$ cat src/rtl/alu_seq_if.sv
// Command and response handshake bundle between a host and the ALU sequencer.
// The host drives the master side; the sequencer implements the slave side.
interface alu_seq_if #(
    parameter int WIDTH = 4
);
    logic             cmd_valid;
    logic             cmd_ready;
    logic             cmd_load;
    logic [1:0]       cmd_sel;
    logic [WIDTH-1:0] cmd_b;
    logic             rsp_valid;
    logic             rsp_ready;
    logic [WIDTH-1:0] rsp_data;

    modport master (
        output cmd_valid, cmd_load, cmd_sel, cmd_b, rsp_ready,
        input  cmd_ready, rsp_valid, rsp_data
    );

    modport slave (
        input  cmd_valid, cmd_load, cmd_sel, cmd_b, rsp_ready,
        output cmd_ready, rsp_valid, rsp_data
    );
endinterface

$ cat src/rtl/alu_seq.sv
// Command sequencer for an external 4-bit NOT/OR/AND/XOR ALU.
// One command per handshake: IDLE -> EXEC -> RESP, result kept in an accumulator.
module alu_seq #(
    parameter int               WIDTH    = 4,
    parameter logic [WIDTH-1:0] ACC_INIT = '0,
    parameter int               CNT_W    = 8
) (
    input  logic             clk,
    input  logic             rst_n,
    alu_seq_if.slave         bus,
    output logic [WIDTH-1:0] alu_a,
    output logic [WIDTH-1:0] alu_b,
    output logic [1:0]       alu_s,
    input  logic [WIDTH-1:0] alu_y,
    output logic [WIDTH-1:0] acc,
    output logic [CNT_W-1:0] op_count
);

    typedef enum logic [1:0] {
        IDLE = 2'b00,
        EXEC = 2'b01,
        RESP = 2'b10
    } state_t;

    state_t           state_q;
    logic [WIDTH-1:0] acc_q;
    logic [WIDTH-1:0] b_q;
    logic [1:0]       sel_q;
    logic             load_q;
    logic [CNT_W-1:0] cnt_q;
    logic             cmd_ready_q;
    logic             rsp_valid_q;

    always_ff @(posedge clk or negedge rst_n) begin
        if (!rst_n) begin
            state_q     <= IDLE;
            acc_q       <= ACC_INIT;
            b_q         <= '0;
            sel_q       <= 2'b00;
            load_q      <= 1'b0;
            cnt_q       <= '0;
            cmd_ready_q <= 1'b1;
            rsp_valid_q <= 1'b0;
        end else begin
            unique case (state_q)
                IDLE: begin
                    if (bus.cmd_valid) begin
                        b_q         <= bus.cmd_b;
                        sel_q       <= bus.cmd_sel;
                        load_q      <= bus.cmd_load;
                        cmd_ready_q <= 1'b0;
                        state_q     <= EXEC;
                    end
                end
                EXEC: begin
                    acc_q       <= load_q ? b_q : alu_y;
                    rsp_valid_q <= 1'b1;
                    state_q     <= RESP;
                end
                RESP: begin
                    // operands return to zero so the ALU sees 0/00 while idle
                    if (bus.rsp_ready) begin
                        cnt_q       <= cnt_q + {{(CNT_W-1){1'b0}}, 1'b1};
                        b_q         <= '0;
                        sel_q       <= 2'b00;
                        load_q      <= 1'b0;
                        rsp_valid_q <= 1'b0;
                        cmd_ready_q <= 1'b1;
                        state_q     <= IDLE;
                    end
                end
                default: begin
                    rsp_valid_q <= 1'b0;
                    cmd_ready_q <= 1'b1;
                    state_q     <= IDLE;
                end
            endcase
        end
    end

    assign bus.cmd_ready = cmd_ready_q;
    assign bus.rsp_valid = rsp_valid_q;
    assign bus.rsp_data  = acc_q;
    assign alu_a         = acc_q;
    assign alu_b         = b_q;
    assign alu_s         = sel_q;
    assign acc           = acc_q;
    assign op_count      = cnt_q;

endmodule

$ cat src/flat_wrapper.sv
// flat-port wrapper written by rule: the top's interface ports become plain ports
module alu_seq_flat 
#(
    parameter int               WIDTH    = 4,
    parameter logic [WIDTH-1:0] ACC_INIT = '0,
    parameter int               CNT_W    = 8
)
  (clk, rst_n, alu_a, alu_b, alu_s, alu_y, acc, op_count, bus_cmd_valid, bus_cmd_load, bus_cmd_sel, bus_cmd_b, bus_rsp_ready, bus_cmd_ready, bus_rsp_valid, bus_rsp_data);
  alu_seq_if #(.WIDTH(WIDTH)) bus_i ();
  input  logic clk;
  input  logic rst_n;
  output logic [WIDTH-1:0] alu_a;
  output logic [WIDTH-1:0] alu_b;
  output logic [1:0] alu_s;
  input  logic [WIDTH-1:0] alu_y;
  output logic [WIDTH-1:0] acc;
  output logic [CNT_W-1:0] op_count;
  input wire logic [$bits(bus_i.cmd_valid)-1:0] bus_cmd_valid;
  input wire logic [$bits(bus_i.cmd_load)-1:0] bus_cmd_load;
  input wire logic [$bits(bus_i.cmd_sel)-1:0] bus_cmd_sel;
  input wire logic [$bits(bus_i.cmd_b)-1:0] bus_cmd_b;
  input wire logic [$bits(bus_i.rsp_ready)-1:0] bus_rsp_ready;
  output wire logic [$bits(bus_i.cmd_ready)-1:0] bus_cmd_ready;
  output wire logic [$bits(bus_i.rsp_valid)-1:0] bus_rsp_valid;
  output wire logic [$bits(bus_i.rsp_data)-1:0] bus_rsp_data;
  assign bus_i.cmd_valid = bus_cmd_valid;
  assign bus_i.cmd_load = bus_cmd_load;
  assign bus_i.cmd_sel = bus_cmd_sel;
  assign bus_i.cmd_b = bus_cmd_b;
  assign bus_i.rsp_ready = bus_rsp_ready;
  assign bus_cmd_ready = bus_i.cmd_ready;
  assign bus_rsp_valid = bus_i.rsp_valid;
  assign bus_rsp_data = bus_i.rsp_data;
  alu_seq #(.WIDTH(WIDTH), .ACC_INIT(ACC_INIT), .CNT_W(CNT_W)) u_core (.clk(clk), .rst_n(rst_n), .bus(bus_i), .alu_a(alu_a), .alu_b(alu_b), .alu_s(alu_s), .alu_y(alu_y), .acc(acc), .op_count(op_count));
endmodule
$ cat config.mk
export PLATFORM = sky130hd
export DESIGN_NAME = alu_seq_flat
export DESIGN_NICKNAME = d
export VERILOG_FILES = /design/src/rtl/alu_seq_if.sv /design/src/rtl/alu_seq.sv /design/src/flat_wrapper.sv
export SDC_FILE = /design/constraint.sdc
export NUM_CORES = 1
export LEC_CHECK = 0
export CORE_AREA = 3 3 42 72
export CTS_CLUSTER_SIZE = 24
export DETAILED_ROUTE_END_ITERATION = 16
export DIE_AREA = 0 0 45 75
export PLACE_DENSITY = 0.75
export SETUP_SLACK_MARGIN = 0.15
export SLEW_MARGIN = 15
export SYNTH_ARGS = -nofsm -noshare
export SYNTH_HDL_FRONTEND = slang
export SYNTH_SLANG_ARGS = --single-unit
$ cat constraint.sdc
create_clock -name clk -period 1.65 [get_ports clk]
set_clock_uncertainty 0.2 [all_clocks]
set_input_delay 0.4125 -clock clk [delete_from_list [all_inputs] [get_ports clk]]
set_output_delay 0.4125 -clock clk [all_outputs]
set_load 0.02 [all_outputs]
### Yosys cells after proc, flatten, opt, wreduce, memory -nomap -nowiden

Cells that the tools add are included.
Widths: inputs -> output; s select.

* register bits: 23
* input port bits: 15
* output and inout port bits: 28
* word-level logic and storage cells: 38

* add/sub/neg operators: 1
* eq/ne operators: 4
* mux-type cells: 16
* bitwise gates (word level): 2
* reductions and logical operators: 7

Operators by type and width (count)
* $mux 4: 3
* $add 8x1->8 const B: 1
* $pmux 4 s2: 1
* $mux 2: 3
* $pmux 1 s3: 2
* $pmux 2 s3: 1
* $reduce_and 2->1: 3
* $reduce_and 3->1: 2
* $mux 1: 4
* $ne 2x2->1 const B: 2
* $pmux 2 s2: 1
* $eq 2x1->1 const B: 1
* $eq 2x2->1 const B: 1
* $logic_not 2->1: 1
* $not 1->1: 2
* $pmux 1 s2: 1
* $reduce_bool 2->1: 1

### Depth between registers and ports, before layout

* depth in word-level cells: 3
* depth in mapped cells: 5
* gate-level depth less buffers: 3

### Least setup slack after synthesis

Ideal clock, no wire load.

* path type: reg-to-reg
* from: register u_core.state_q[1]
* to: register u_core.b_q[0] (netlist: u_core.alu_b[0])
* library setup time: 0.121 ns
* arrival: 1.075 ns
* required time: 1.329 ns
* setup slack: 0.254 ns
* stages on the path, launching flop included: 5
* buffers on the path: 1
* period minus slack after synthesis: 1.396 ns
* path through: dfrtp_1 -> buf_6 -> nor3b_4 -> nor2_4 -> a22o_1

* word-level cells in the longest chain between the ends: 3
* elaborated cells on any way between the ends: 7
* classes of those cells: 3 x eq/ne; 1 x mux; 3 x reduce/logical

RTL lines
* start, declared: line alu_seq.sv:25 `state_t state_q;`
* start signal, assigned: line alu_seq.sv:36 `state_q <= IDLE;`
* start signal, assigned: line alu_seq.sv:52 `state_q <= EXEC;`
* start signal, assigned: line alu_seq.sv:58 `state_q <= RESP;`
* $eq 2x2->1 or $logic_not 2->1 (tied branches): line alu_seq.sv:45 `unique case (state_q)`
* $ne 2x2->1 (no source line) or $reduce_bool 2->1 (tied branches)
* $reduce_and 3->1 (no source line)
* end signal, assigned: line alu_seq.sv:48 `b_q <= bus.cmd_b;`
* end, declared: line alu_seq.sv:27 `logic [WIDTH-1:0] b_q;`

Parallel ways exist; a longest one is shown, timed or not.
A chain may end at the register's enable or synchronous reset.

### Final worst setup path

* from: register u_core.cmd_ready_q (netlist: u_core.bus.cmd_ready)
* to: output port bus_cmd_ready

RTL lines
* start, declared: line alu_seq.sv:31 `logic cmd_ready_q;`
* start signal, assigned: line alu_seq.sv:42 `cmd_ready_q <= 1'b1;`
* start signal, assigned: line alu_seq.sv:51 `cmd_ready_q <= 1'b0;`
* start signal, assigned: line alu_seq.sv:68 `cmd_ready_q <= 1'b1;`
* end, declared: line flat_wrapper.sv:23 `output wire logic [$bits(bus_i.cmd_ready)-1:0] bus_cmd_ready;`

No word-level cell between the ends.

==> summary.md <==
For flop-to-flop paths, the worst setup slack is 190 ps. In this run the count of I/O pins placed on the die edge is 43. The DRC violation count after routing is 0. Buffers placed on the I/O ports in this run total 42.

In the routed layout, each cell is associated on average with a via count of 5.050. Kind of start point of the critical path: a register. The logs give 0 for the number of antenna violations at the first check in global routing and 24 for the largest net degree at the start of global routing.

The first global-routing pass estimated 3.650 mm of wire. Number of buffers added by the clock tree synthesis step: 3. The logs give 1040 ps for the data required time at the worst endpoint and 2 for the detailed-router iteration count before antenna repair. Summed over all cells, the static leakage comes to 0.7413 nW. The synthesis-to-layout area growth was 37.65%; the level count of the clock H-tree was 1. Including well taps, the total number of placed cells is 155. The final layout contains routed wiring with a total length of 2.382 mm. The logs give 0 for the number of failing setup endpoints in the final timing report and 15 for the DRC marker count from the first detailed-route iteration.

The run gives 24 as the floorplan row count. The count of distinct cell types in the synthesized netlist is 28. The worst-case clock buffer depth is 2. Synthesis produced a netlist with a net count of 103.

The part of the total power dissipated in sequential elements was 37.4%; the final count of pins violating max slew was 0. The later pin in the worst-skew pair is clocked with a latency of 260 ps. Once detail routing completed, the nets flagged for antenna violations numbered 0. Global routing used 14.89% of the available tracks. The internal portion of the total power is 1.531 mW.

Dividing total power by cell area gives a power density of 1838 nW/um^2. The maximum vdd ir drop came out at 0.7712 mV. The slowest stage of the critical path belongs to the cell sky130_fd_sc_hd__dfstp_2.

The utilization of the core after routing came out at 56.94%. The total number of nets in the final design is 151. Detailed routing inserted a total of 808 vias. The share of total power dissipated in the clock network is 12.9%. From bottom edge to top edge, the die measures 75 um.

The number of hold violations in the final report is 0. Walking the worst path, the cells encountered are buf_6. For the pin with the worst max-slew slack, the measured transition is 284.0 ps. Summed over all nets, the half-perimeter wirelength after detailed placement is 1.793 mm. The total of flip-flops plus latches after synthesis works out to 23. Setup repair after global routing could not meet its margin everywhere. Data arrives at the worst endpoint at 910 ps. The nature of the critical path endpoint is an output port. In the final layout, the share of cells above drive strength 1 is 38.81%.

The logs give 3375 sq um for the total die area and -291.7 ps for the setup slack after placement. The post-route clock period utilization came out at 92.24%. The kind of cell adding the most delay to the critical path was flip-flops.

Average wire length per cell after detail routing: 14.89 um. The library cells used most frequently in the layout, excluding fill and tap cells, are sky130_fd_sc_hd__buf_2 (27), sky130_fd_sc_hd__dfrtp_1 (20), sky130_fd_sc_hd__clkdlybuf4s50_1 (12). The number of buffer and inverter stages on the critical path came out at 1. The logs give 802 for the via count of the first global-routing pass and 128.0 ps for the worst setup slack after layout. For this run, the register share of the synthesized area comes to 55.28%. The worst-case headroom to the max-slew limit is 81.06%.

The highest cell delay on the worst timing path came out at 540 ps. The path class of the tightest hold or removal check is reg -> reg. The run gives 2.640 mW as the overall power consumption. The most common library cell in the layout ignoring fill and taps was sky130_fd_sc_hd__buf_2. Clock-pin transition on the worst setup and hold timing paths: 70 ps. The analysis attributes to net switching a power of 1.109 mW. The tools report the count of clock tree sinks as 23. The logs give 276.8 ps for the final worst hold slack and 2522 sq um for the area inside the core boundary. The chip width was 45 um. The worst path in the final design needs a cycle of 1522 ps, including I/O delays and setup. The number of maximum-capacitance violations is 0, and the highest achievable clock rate is 657.0 MHz. At the end of routability-driven placement, the weighted congestion stood at 0.7667. The number of instances in the synthesized netlist is 87. Starting density of the core: 41.37%. The flow ran to the end, and the final reports show no timing, DRC or antenna violations. The run gives 160 as the number of non-filler instances in the completed layout.

Net switching is 42.00% of the power. Each instance of the synthesized netlist takes up on average 11.99 sq um. TritonCTS built the clock tree.

The cell area after synthesis is 1044 sq um. The global-route congestion overflow total was 0. The Yosys step of the flow raised 0 warnings. The antenna diode count is 0. The master cell of the clock root buffer is sky130_fd_sc_hd__clkbuf_8.

Combinational share of power: 49.7%. Critical path class: reg -> out. In this run the worst path has a maximum fanout of 2.
## state kept, by name, indices dropped and copies added (netlist names)
signal	count
u_core.op_count	8
u_core.acc	4
u_core.alu_b	4
u_core.alu_s	2
u_core.state_q	2
u_core.bus.cmd_ready	1
u_core.bus.rsp_valid	1
u_core.load_q	1
## power groups by stage
stage | Clock, mW | Sequential [mW] | Combinational (mW)
final | 0.340 | 0.988 | 1.31
after global routing | 0.378 | 1.03 | 1.41
after CTS | 0.350 | 0.992 | 1.31
after detailed placement | 0 | 1.01 | 1.55
after global placement | 0 | 0.991 | 1.53
after floorplan | 0 | 1.19 | 0.716
## worst paths after layout
| check | start | end | cells past startpoint |
|---|---|---|---|
| setup / recovery | u_core.bus.cmd_ready$_DFFE_PN1P_ | bus_cmd_ready | 1 |
| hold / removal | u_core.bus.rsp_valid$_DFFE_PN0P_ | u_core.bus.rsp_valid$_DFFE_PN0P_ | 1 |
| setup reg to reg | u_core.state_q[0]$_DFFE_PN0P_ | u_core.op_count[6]$_DFFE_PN0P_ | 3 |
| hold reg to reg | u_core.bus.rsp_valid$_DFFE_PN0P_ | u_core.bus.rsp_valid$_DFFE_PN0P_ | 1 |
| max in group asynchronous | rst_n | u_core.bus.cmd_ready$_DFFE_PN1P_ | 2 |
| min in group asynchronous | rst_n | u_core.alu_b[3]$_DFFE_PN0P_ | 2 |
## logic make-up (layout without fill, tap and decap cells)
family / count (synthesis) / count (layout) / share of synthesized area, %
adders and majority gates: 1 / 1 / 1.199
xor gates and xnor gates: 7 / 7 / 5.875
buffers and inverters: 12 / 59 / 7.913
muxes: 4 / 4 / 3.837
and+or+nand+nor: 24 / 24 / 14.99
DFF: 23 / 23 / 55.28
AOI/OAI and AO/OA: 16 / 16 / 10.91
## routing by layer
layer  track usage [%]  wire (um)
met5                 0          0
met4             6.840         38
met3             2.871        186
met2             27.60       1293
met1             15.41        864
## Yosys cell counts
master	instances	area (sq um)
sky130_fd_sc_hd__a21oi_1	1	5.000
sky130_fd_sc_hd__a22o_1	7	61.31
sky130_fd_sc_hd__and3_1	1	6.260
sky130_fd_sc_hd__and3b_4	1	12.51
sky130_fd_sc_hd__buf_1	1	3.750
sky130_fd_sc_hd__buf_4	8	60.06
sky130_fd_sc_hd__buf_6	1	11.26
sky130_fd_sc_hd__clkbuf_1	1	3.750
sky130_fd_sc_hd__dfrtp_1	22	550.5
sky130_fd_sc_hd__dfstp_2	1	26.28
sky130_fd_sc_hd__ha_1	1	12.51
sky130_fd_sc_hd__inv_1	1	3.750
sky130_fd_sc_hd__mux2i_1	4	40.04
sky130_fd_sc_hd__nand2_1	9	33.78
sky130_fd_sc_hd__nand2b_1	2	12.51
sky130_fd_sc_hd__nand3_1	1	5.000
sky130_fd_sc_hd__nand3b_4	1	20.02
sky130_fd_sc_hd__nand4_1	3	18.77
sky130_fd_sc_hd__nor2_1	2	7.510
sky130_fd_sc_hd__nor2_4	1	11.26
sky130_fd_sc_hd__nor3_1	2	10.01
sky130_fd_sc_hd__nor3b_4	1	18.77
sky130_fd_sc_hd__o21a_1	1	7.510
sky130_fd_sc_hd__o21ai_0	3	15.01
sky130_fd_sc_hd__o21ai_1	3	15.01
sky130_fd_sc_hd__o22a_2	1	10.01
sky130_fd_sc_hd__xnor2_1	4	35.03
sky130_fd_sc_hd__xor2_1	3	26.28
## final cells by class
cell class                 instances  area [sq um]
fill                             240          1086
tap                               26         32.53
clock inverter                     1         5.005
sequential                        23         579.3
multi-input combinational         52         384.1
clock buffer                       3         41.29
inverter                           1         3.754
timing repair buffer              54         390.4
## per-stage QoR
stage | cell area, sq um | TNS, ps
finish | 1436 | 0
global route | 1436 | 0
CTS | 1424 | 0
detailed placement | 1513 | -2934
global placement | 1513 | -2473
floorplan | 1044 | 0
## repair_timing
action                                 4_1_cts  5_1_grt
endpoints found under the hold margin        0        0
pin swaps                                    1        0
gates resized for setup                    117        2
setup endpoints to repair                   40        3
hold buffers                                 0        0
setup buffers                                0        1
(Power assumes the default switching activity.)
